<file path="src/rtl/err_metric_pkg.sv">
`default_nettype none
// ============================================================================
// Module   : err_metric_pkg
// Brief    : Shared constants and FSM encoding for the error-metric accumulator
// Revision : 1.0
// ============================================================================
package err_metric_pkg;

  localparam int W_DEF     = 16;
  localparam int CNT_W_DEF = 40;
  localparam int SUM_W_DEF = 64;

  typedef enum logic [1:0] {
    ST_IDLE  = 2'd0,
    ST_RUN   = 2'd1,
    ST_DRAIN = 2'd2,
    ST_DONE  = 2'd3
  } state_t;

endpackage
`default_nettype wire

</file>
<file path="src/rtl/err_dist_stage.sv">
`default_nettype none
// ============================================================================
// Module   : err_dist_stage
// Brief    : Two-stage pipeline: S1 registers exact product and approximate
//            product, S2 registers their unsigned absolute difference.
// Revision : 1.0
// ============================================================================
module err_dist_stage
  import err_metric_pkg::*;
#(
  parameter int W = W_DEF
) (
  input  logic             clk,
  input  logic             rst,
  input  logic             flush,
  input  logic             in_valid,
  input  logic [W-1:0]     in_a,
  input  logic [W-1:0]     in_x,
  input  logic [2*W-1:0]   in_prod,
  output logic             s1_valid,
  output logic             out_valid,
  output logic [2*W-1:0]   out_dist
);

  logic           s1_valid_q, s1_valid_d;
  logic [2*W-1:0] exact_q, exact_d;
  logic [2*W-1:0] approx_q, approx_d;
  logic           s2_valid_q, s2_valid_d;
  logic [2*W-1:0] dist_q, dist_d;

  // Next-state for both stages; a flush kills valid bits so nothing in flight survives
  always_comb begin
    s1_valid_d = in_valid & ~flush;
    exact_d    = (2*W)'(in_a) * (2*W)'(in_x);
    approx_d   = in_prod;
    s2_valid_d = s1_valid_q & ~flush;
    // Compare first so the subtraction never wraps
    dist_d     = (exact_q >= approx_q) ? (exact_q - approx_q) : (approx_q - exact_q);
  end

  // Pipeline registers
  always_ff @(posedge clk or posedge rst) begin
    if (rst) begin
      s1_valid_q <= 1'b0;
      exact_q    <= '0;
      approx_q   <= '0;
      s2_valid_q <= 1'b0;
      dist_q     <= '0;
    end else begin
      s1_valid_q <= s1_valid_d;
      exact_q    <= exact_d;
      approx_q   <= approx_d;
      s2_valid_q <= s2_valid_d;
      dist_q     <= dist_d;
    end
  end

  assign s1_valid  = s1_valid_q;
  assign out_valid = s2_valid_q;
  assign out_dist  = dist_q;

endmodule
`default_nettype wire

</file>
<file path="src/rtl/err_metric_accum.sv">
`default_nettype none
// ============================================================================
// Module   : err_metric_accum
// Brief    : Accumulates error statistics (count, error count, sum and max of
//            absolute error distance) of an approximate multiplier sweep.
// Revision : 1.0
// ============================================================================
module err_metric_accum
  import err_metric_pkg::*;
#(
  parameter int W     = W_DEF,
  parameter int CNT_W = CNT_W_DEF,
  parameter int SUM_W = SUM_W_DEF
) (
  input  logic             clk,
  input  logic             rst,
  input  logic             start,
  input  logic             in_valid,
  output logic             in_ready,
  input  logic [W-1:0]     in_a,
  input  logic [W-1:0]     in_x,
  input  logic [2*W-1:0]   in_prod,
  input  logic             in_last,
  output logic             busy,
  output logic             done,
  output logic [CNT_W-1:0] sample_count,
  output logic [CNT_W-1:0] err_count,
  output logic [SUM_W-1:0] sum_abs_err,
  output logic [2*W-1:0]   max_abs_err
);

  state_t           state_q, state_d;
  logic             ready_q, busy_q, done_q;
  logic             accept_w;
  logic             s1_valid_w;
  logic             dist_valid_w;
  logic [2*W-1:0]   dist_w;
  logic [SUM_W:0]   sum_ext_w;

  logic [CNT_W-1:0] sample_count_q, sample_count_d;
  logic [CNT_W-1:0] err_count_q, err_count_d;
  logic [SUM_W-1:0] sum_abs_err_q, sum_abs_err_d;
  logic [2*W-1:0]   max_abs_err_q, max_abs_err_d;

  // A sample coinciding with start is dropped: start wins
  assign accept_w = in_valid & ready_q & ~start;

  err_dist_stage #(
    .W (W)
  ) u_dist (
    .clk       (clk),
    .rst       (rst),
    .flush     (start),
    .in_valid  (accept_w),
    .in_a      (in_a),
    .in_x      (in_x),
    .in_prod   (in_prod),
    .s1_valid  (s1_valid_w),
    .out_valid (dist_valid_w),
    .out_dist  (dist_w)
  );

  // Next state; DRAIN ends on the edge where the last sample leaves S2
  always_comb begin
    state_d = state_q;
    if (start) begin
      state_d = ST_RUN;
    end else begin
      case (state_q)
        ST_RUN:   if (accept_w && in_last) state_d = ST_DRAIN;
        ST_DRAIN: if (!s1_valid_w)         state_d = ST_DONE;
        default:  state_d = state_q;
      endcase
    end
  end

  // State register with registered status outputs
  always_ff @(posedge clk or posedge rst) begin
    if (rst) begin
      state_q <= ST_IDLE;
      ready_q <= 1'b0;
      busy_q  <= 1'b0;
      done_q  <= 1'b0;
    end else begin
      state_q <= state_d;
      ready_q <= (state_d == ST_RUN);
      busy_q  <= (state_d == ST_RUN) || (state_d == ST_DRAIN);
      done_q  <= (state_d == ST_DONE);
    end
  end

  // Statistics update from S2 output with saturating counters and sum
  always_comb begin
    sample_count_d = sample_count_q;
    err_count_d    = err_count_q;
    sum_abs_err_d  = sum_abs_err_q;
    max_abs_err_d  = max_abs_err_q;
    sum_ext_w      = {1'b0, sum_abs_err_q} + (SUM_W+1)'(dist_w);
    if (start) begin
      sample_count_d = '0;
      err_count_d    = '0;
      sum_abs_err_d  = '0;
      max_abs_err_d  = '0;
    end else if (dist_valid_w) begin
      if (!(&sample_count_q)) sample_count_d = sample_count_q + CNT_W'(1);
      if ((dist_w != '0) && !(&err_count_q)) err_count_d = err_count_q + CNT_W'(1);
      sum_abs_err_d = sum_ext_w[SUM_W] ? {SUM_W{1'b1}} : sum_ext_w[SUM_W-1:0];
      if (dist_w > max_abs_err_q) max_abs_err_d = dist_w;
    end
  end

  // Statistics registers
  always_ff @(posedge clk or posedge rst) begin
    if (rst) begin
      sample_count_q <= '0;
      err_count_q    <= '0;
      sum_abs_err_q  <= '0;
      max_abs_err_q  <= '0;
    end else begin
      sample_count_q <= sample_count_d;
      err_count_q    <= err_count_d;
      sum_abs_err_q  <= sum_abs_err_d;
      max_abs_err_q  <= max_abs_err_d;
    end
  end

  assign in_ready     = ready_q;
  assign busy         = busy_q;
  assign done         = done_q;
  assign sample_count = sample_count_q;
  assign err_count    = err_count_q;
  assign sum_abs_err  = sum_abs_err_q;
  assign max_abs_err  = max_abs_err_q;

endmodule
`default_nettype wire

</file>
<file path="config.mk">
export PLATFORM = sky130hd
export DESIGN_NAME = err_metric_accum
export DESIGN_NICKNAME = d
export VERILOG_FILES = /design/src/rtl/err_metric_pkg.sv /design/src/rtl/err_dist_stage.sv /design/src/rtl/err_metric_accum.sv
export SDC_FILE = /design/constraint.sdc
export NUM_CORES = 1
export LEC_CHECK = 0
export ABC_AREA = 1
export BUFFER_PORTS_ARGS = -buffer_cell sky130_fd_sc_hd__buf_2
export CAP_MARGIN = 5
export CORE_MARGIN = 1.5
export CORE_UTILIZATION = 59
export DETAILED_ROUTE_END_ITERATION = 6
export PLACE_DENSITY = 0.79
export RECOVER_POWER = 25
export SETUP_SLACK_MARGIN = 0.3
export SYNTH_ARGS = -nofsm -noshare
export SYNTH_HDL_FRONTEND = slang
export SYNTH_SLANG_ARGS = --single-unit
</file>
<file path="constraint.sdc">
create_clock -name clk -period 17.1 [get_ports clk]
set_input_delay 1.71 -clock clk [delete_from_list [all_inputs] [get_ports clk]]
set_output_delay 1.71 -clock clk [all_outputs]
set_load 0.01 [all_outputs]
</file>
==> implementation parameters <==
Parameter                              Value

Clock tree
  Clk slew on worst S/H paths    60 ps
  Level count of the clock H-tree    1
  Post-CTS Repair Setup Buffers    0
  Max clock buf depth    3
  Hold-fix buffers, CTS    0
  TritonCTS Buffers    31
  Cell chosen for the clock root    sky130_fd_sc_hd__clkbuf_16
  Clock latency at the later pin of the worst-skew pair    630 ps
  Clock sink total    279
  Number of gates given a new drive strength after cts    0
  CTS tree    yes

Critical path
  Type of the worst setup path    input port to flip-flop
  Startpoint types    input port
  Slowest CP cell    sky130_fd_sc_hd__clkinvlp_2
  Critical path peak fanout    78
  Biggest cell delay along the critical path    2730 ps
  Sort of element at the end of the critical path    flip-flop
  Data arrival, critical path    8700 ps
  Data required time of the worst path    17630 ps
  Cells traversed along the worst timing path    clkbuf_1, clkbuf_1, clkinvlp_2, buf_4, nand2_4, nand2_1, o21ai_2
  Crit-path most repeated cell    sky130_fd_sc_hd__clkbuf_1

Routing
  DRC violations left    0
  Count of nets left with antenna violations after detail routing    0
  Via count normalized by instance count    5.51
  Initial detailed-routing violation count    2516
  Overall via count from detail_route    28836
  Number of detailed-route iterations in the first pass    6
  Sum of routed wire length over all layers    92000 um
  Post-DR wirelength/cell    17.6 um

Pwr
  Portion of total power attributed to sequential cells    0.181
  Switching pwr    2780 uW
  P_int    2470 uW
  Clock Power Share    0.129
  Proportion of total power due to net switching    0.530
  Fraction of power consumed by combinational cells    0.690
  Worst VDD drop    0.000309 V
  Leakage power    0.0184 uW
  PwrDens    161 nW/um2

Logic synthesis
  Share of synthesized registers carrying an async set or reset    1.00
  Count of mapped cells out of synthesis    4409
  Nets in the synthesized netlist    4913
  Netlist cell types    49
  Sequential fraction of the synthesis area    0.232
  Number of enable-type register cells in the synthesized netlist    0
  Netlist area before placement    30100 um2
  Flip-flop and latch count after synthesis    279
  Predominant post-synthesis flop cell    sky130_fd_sc_hd__dfrtp_1
  Syn. warnings    0
  Mean post-synth cell area    6.82 um2

Floorplan
  Width of the die    229 um
  Height of the die    229 um
  Count of standard-cell rows    82
  Area of the die    52300 um2
  Core region area    50200 um2
  Top-level I/O count    248
  Effective utilization at floorplan    0.599

Placed design
  Worst Setup Slack post-DPL    9940 ps
  Global placement routability congestion    1.00
  Post-place instance area    31600 um2
  Post-DP HPWL    72500 um
  Count of input and output buffers    247

Run status
  Outcome    finished with violations
  Violations in the final reports    capacitance limit, slew limit

GRT
  Maximum number of pins on one net before global-route repair    140
  Global-route usage over all layers    0.354
  Number of antenna violations at the first check in global routing    0
  Congestion Overflow GR    0
  First-pass GRT wire length    148000 um
  Number of global-route vias before repair    27422

Finish
  P&R area growth vs syn    8.32%
  Number of inserted diodes    0
  Share of final-layout standard cells stronger than drive strength 1    0.0727
  Post-route cell area    32600 um2
  Total number of nets in the final design    5050

STA
  Final clock skew    26.0 ps
  Setup tns final    0 ps
  Number of max-slew violations in the final report    248
  Total setup violations reported at the end of the flow    0
  Worst relative slew slack    -3.04
  RSZ-0062 raised after global routing    false
  Slew of the pin with the lowest slew margin    6060 ps
  Shortest period the worst path allows    8170 ps
  Slack of the critical path    8930 ps
  Hold Violations, Final    0
  Top achievable clock speed    122 MHz
  Part of the cycle the worst path needs    0.478

Worst hold path
  Path category of the worst min-delay check    flip-flop to flip-flop

Job
  Max-cap violations    3
[power groups by stage]
stage	clock [uW]	combinational [uW]	sequential (uW)
after floorplan	0	2660	884
after global placement	0	3520	955
after detailed placement	0	3560	955
after CTS	688	3590	944
after global routing	716	4070	955
final	678	3620	950
[placed cells by master (no fill, tap or decap), types with 5 or more instances in the layout]
cell type                   count
sky130_fd_sc_hd__nand2_1     1451
sky130_fd_sc_hd__inv_1        811
sky130_fd_sc_hd__nor2_1       327
sky130_fd_sc_hd__dfrtp_1      279
sky130_fd_sc_hd__nand3_1      250
sky130_fd_sc_hd__buf_2        240
sky130_fd_sc_hd__ha_1         238
sky130_fd_sc_hd__fa_1         197
sky130_fd_sc_hd__a21oi_1      155
sky130_fd_sc_hd__o21ai_0      114
sky130_fd_sc_hd__nand4_1      100
sky130_fd_sc_hd__xor2_1       100
sky130_fd_sc_hd__xnor2_1       49
sky130_fd_sc_hd__nor3_1        45
sky130_fd_sc_hd__clkbuf_16     31
sky130_fd_sc_hd__nor4_1        22
sky130_fd_sc_hd__clkbuf_1      16
sky130_fd_sc_hd__o31ai_1       15
sky130_fd_sc_hd__a21o_1        13
sky130_fd_sc_hd__o21bai_1      11
sky130_fd_sc_hd__o21a_1        10
sky130_fd_sc_hd__o21ai_2        8
sky130_fd_sc_hd__buf_4          8
sky130_fd_sc_hd__o21ai_1        6
sky130_fd_sc_hd__or2_2          5
[worst paths after layout]
check	from	depth (start not counted)	slack [ps]	endpoint
min	in_ready	2	500	u_dist.s1_valid
min reg2reg	in_ready	2	500	u_dist.s1_valid
max in group asynchronous	rst	4	10360	sum_abs_err[61]
max reg2reg	u_dist.exact_q[0]	11	13390	u_dist.out_dist[27]
min in group asynchronous	rst	2	2960	u_dist.approx_q[11]
max	start	7	8930	err_count[29]
[cells by family after synthesis]
family	Yosys count	synth area share
AOI/OAI and AO/OA	352	0.0654
xor gates and xnor gates	149	0.0434
DFF	279	0.232
and+or+nand+nor	2226	0.305
buffers and inverters	968	0.124
adders and majority gates	435	0.230
[critical path, delay by kind of cell]
kind | cells | cell delay [ps]
buf+inv | 4 | 6150
simple gates | 2 | 670
compound gates | 1 | 80
[metrics by stage]
step	hold slack (ps)	power (uW)	utilization	std cells
after detailed placement	501	4520	0.629	5185
after global routing	543	5740	0.649	5238
after CTS	495	5220	0.649	5238
final	500	5250	0.649	5238
after floorplan	453	3550	-	4409
after global placement	495	4470	0.629	5185
[sequential cells by signal, summed over array words and instances, names as in the netlist]
signal,cells
sum_abs_err,64
err_count,40
sample_count,40
max_abs_err,32
u_dist.approx_q,32
u_dist.exact_q,32
u_dist.out_dist,32
state_q,2
busy,1
done,1
in_ready,1
u_dist.out_valid,1
u_dist.s1_valid,1
[synthesized netlist by cell type (3+ instances only)]
master	number	area (um2)
sky130_fd_sc_hd__a21boi_0	3	22.5
sky130_fd_sc_hd__o211ai_1	4	30.0
sky130_fd_sc_hd__buf_6	4	45.0
sky130_fd_sc_hd__nand4_1	100	626
sky130_fd_sc_hd__nor3b_1	4	30.0
sky130_fd_sc_hd__inv_1	812	3050
sky130_fd_sc_hd__and2_1	3	18.8
sky130_fd_sc_hd__or2_2	5	31.3
sky130_fd_sc_hd__o21ai_2	8	70.1
sky130_fd_sc_hd__xnor2_1	49	429
sky130_fd_sc_hd__nor3_1	45	225
sky130_fd_sc_hd__ha_1	238	2980
sky130_fd_sc_hd__a21oi_1	155	776
sky130_fd_sc_hd__clkbuf_1	103	387
sky130_fd_sc_hd__a21o_1	13	97.6
sky130_fd_sc_hd__nand3_1	250	1250
sky130_fd_sc_hd__nand2_1	1452	5450
sky130_fd_sc_hd__fa_1	197	3940
sky130_fd_sc_hd__nor4_1	22	138
sky130_fd_sc_hd__xor2_1	100	876
sky130_fd_sc_hd__buf_1	8	30.0
sky130_fd_sc_hd__dfrtp_1	279	6980
sky130_fd_sc_hd__o21ai_0	114	571
sky130_fd_sc_hd__buf_4	6	45.0
sky130_fd_sc_hd__o21a_1	10	75.1
sky130_fd_sc_hd__o21bai_1	11	82.6
sky130_fd_sc_hd__clkbuf_2	11	55.1
sky130_fd_sc_hd__buf_2	20	100
sky130_fd_sc_hd__a31oi_1	4	25.0
sky130_fd_sc_hd__inv_2	4	15.0
sky130_fd_sc_hd__o21ai_1	6	30.0
sky130_fd_sc_hd__nor2_1	329	1230
sky130_fd_sc_hd__nand2_2	3	18.8
sky130_fd_sc_hd__o31ai_1	15	113
[metal layers]
layer	GRT usage	routed length (um)	vias to the layer above
li1	-	-	13817
met1	0.487	38700	13556
met2	0.571	42500	1240
met3	0.0385	6780	223
met4	0.143	4030	0
met5	0	0	-
[final cells by class]
type                       count  area, um2
fill                        4676      17600
clock inverter                12        170
tap                          672        841
inverter                     816       3070
clock buffer                  41        833
timing repair buffer         256       1290
multi-input combinational   3162      19400
sequential                   279       6980
Power figures use the tool's default switching activity.
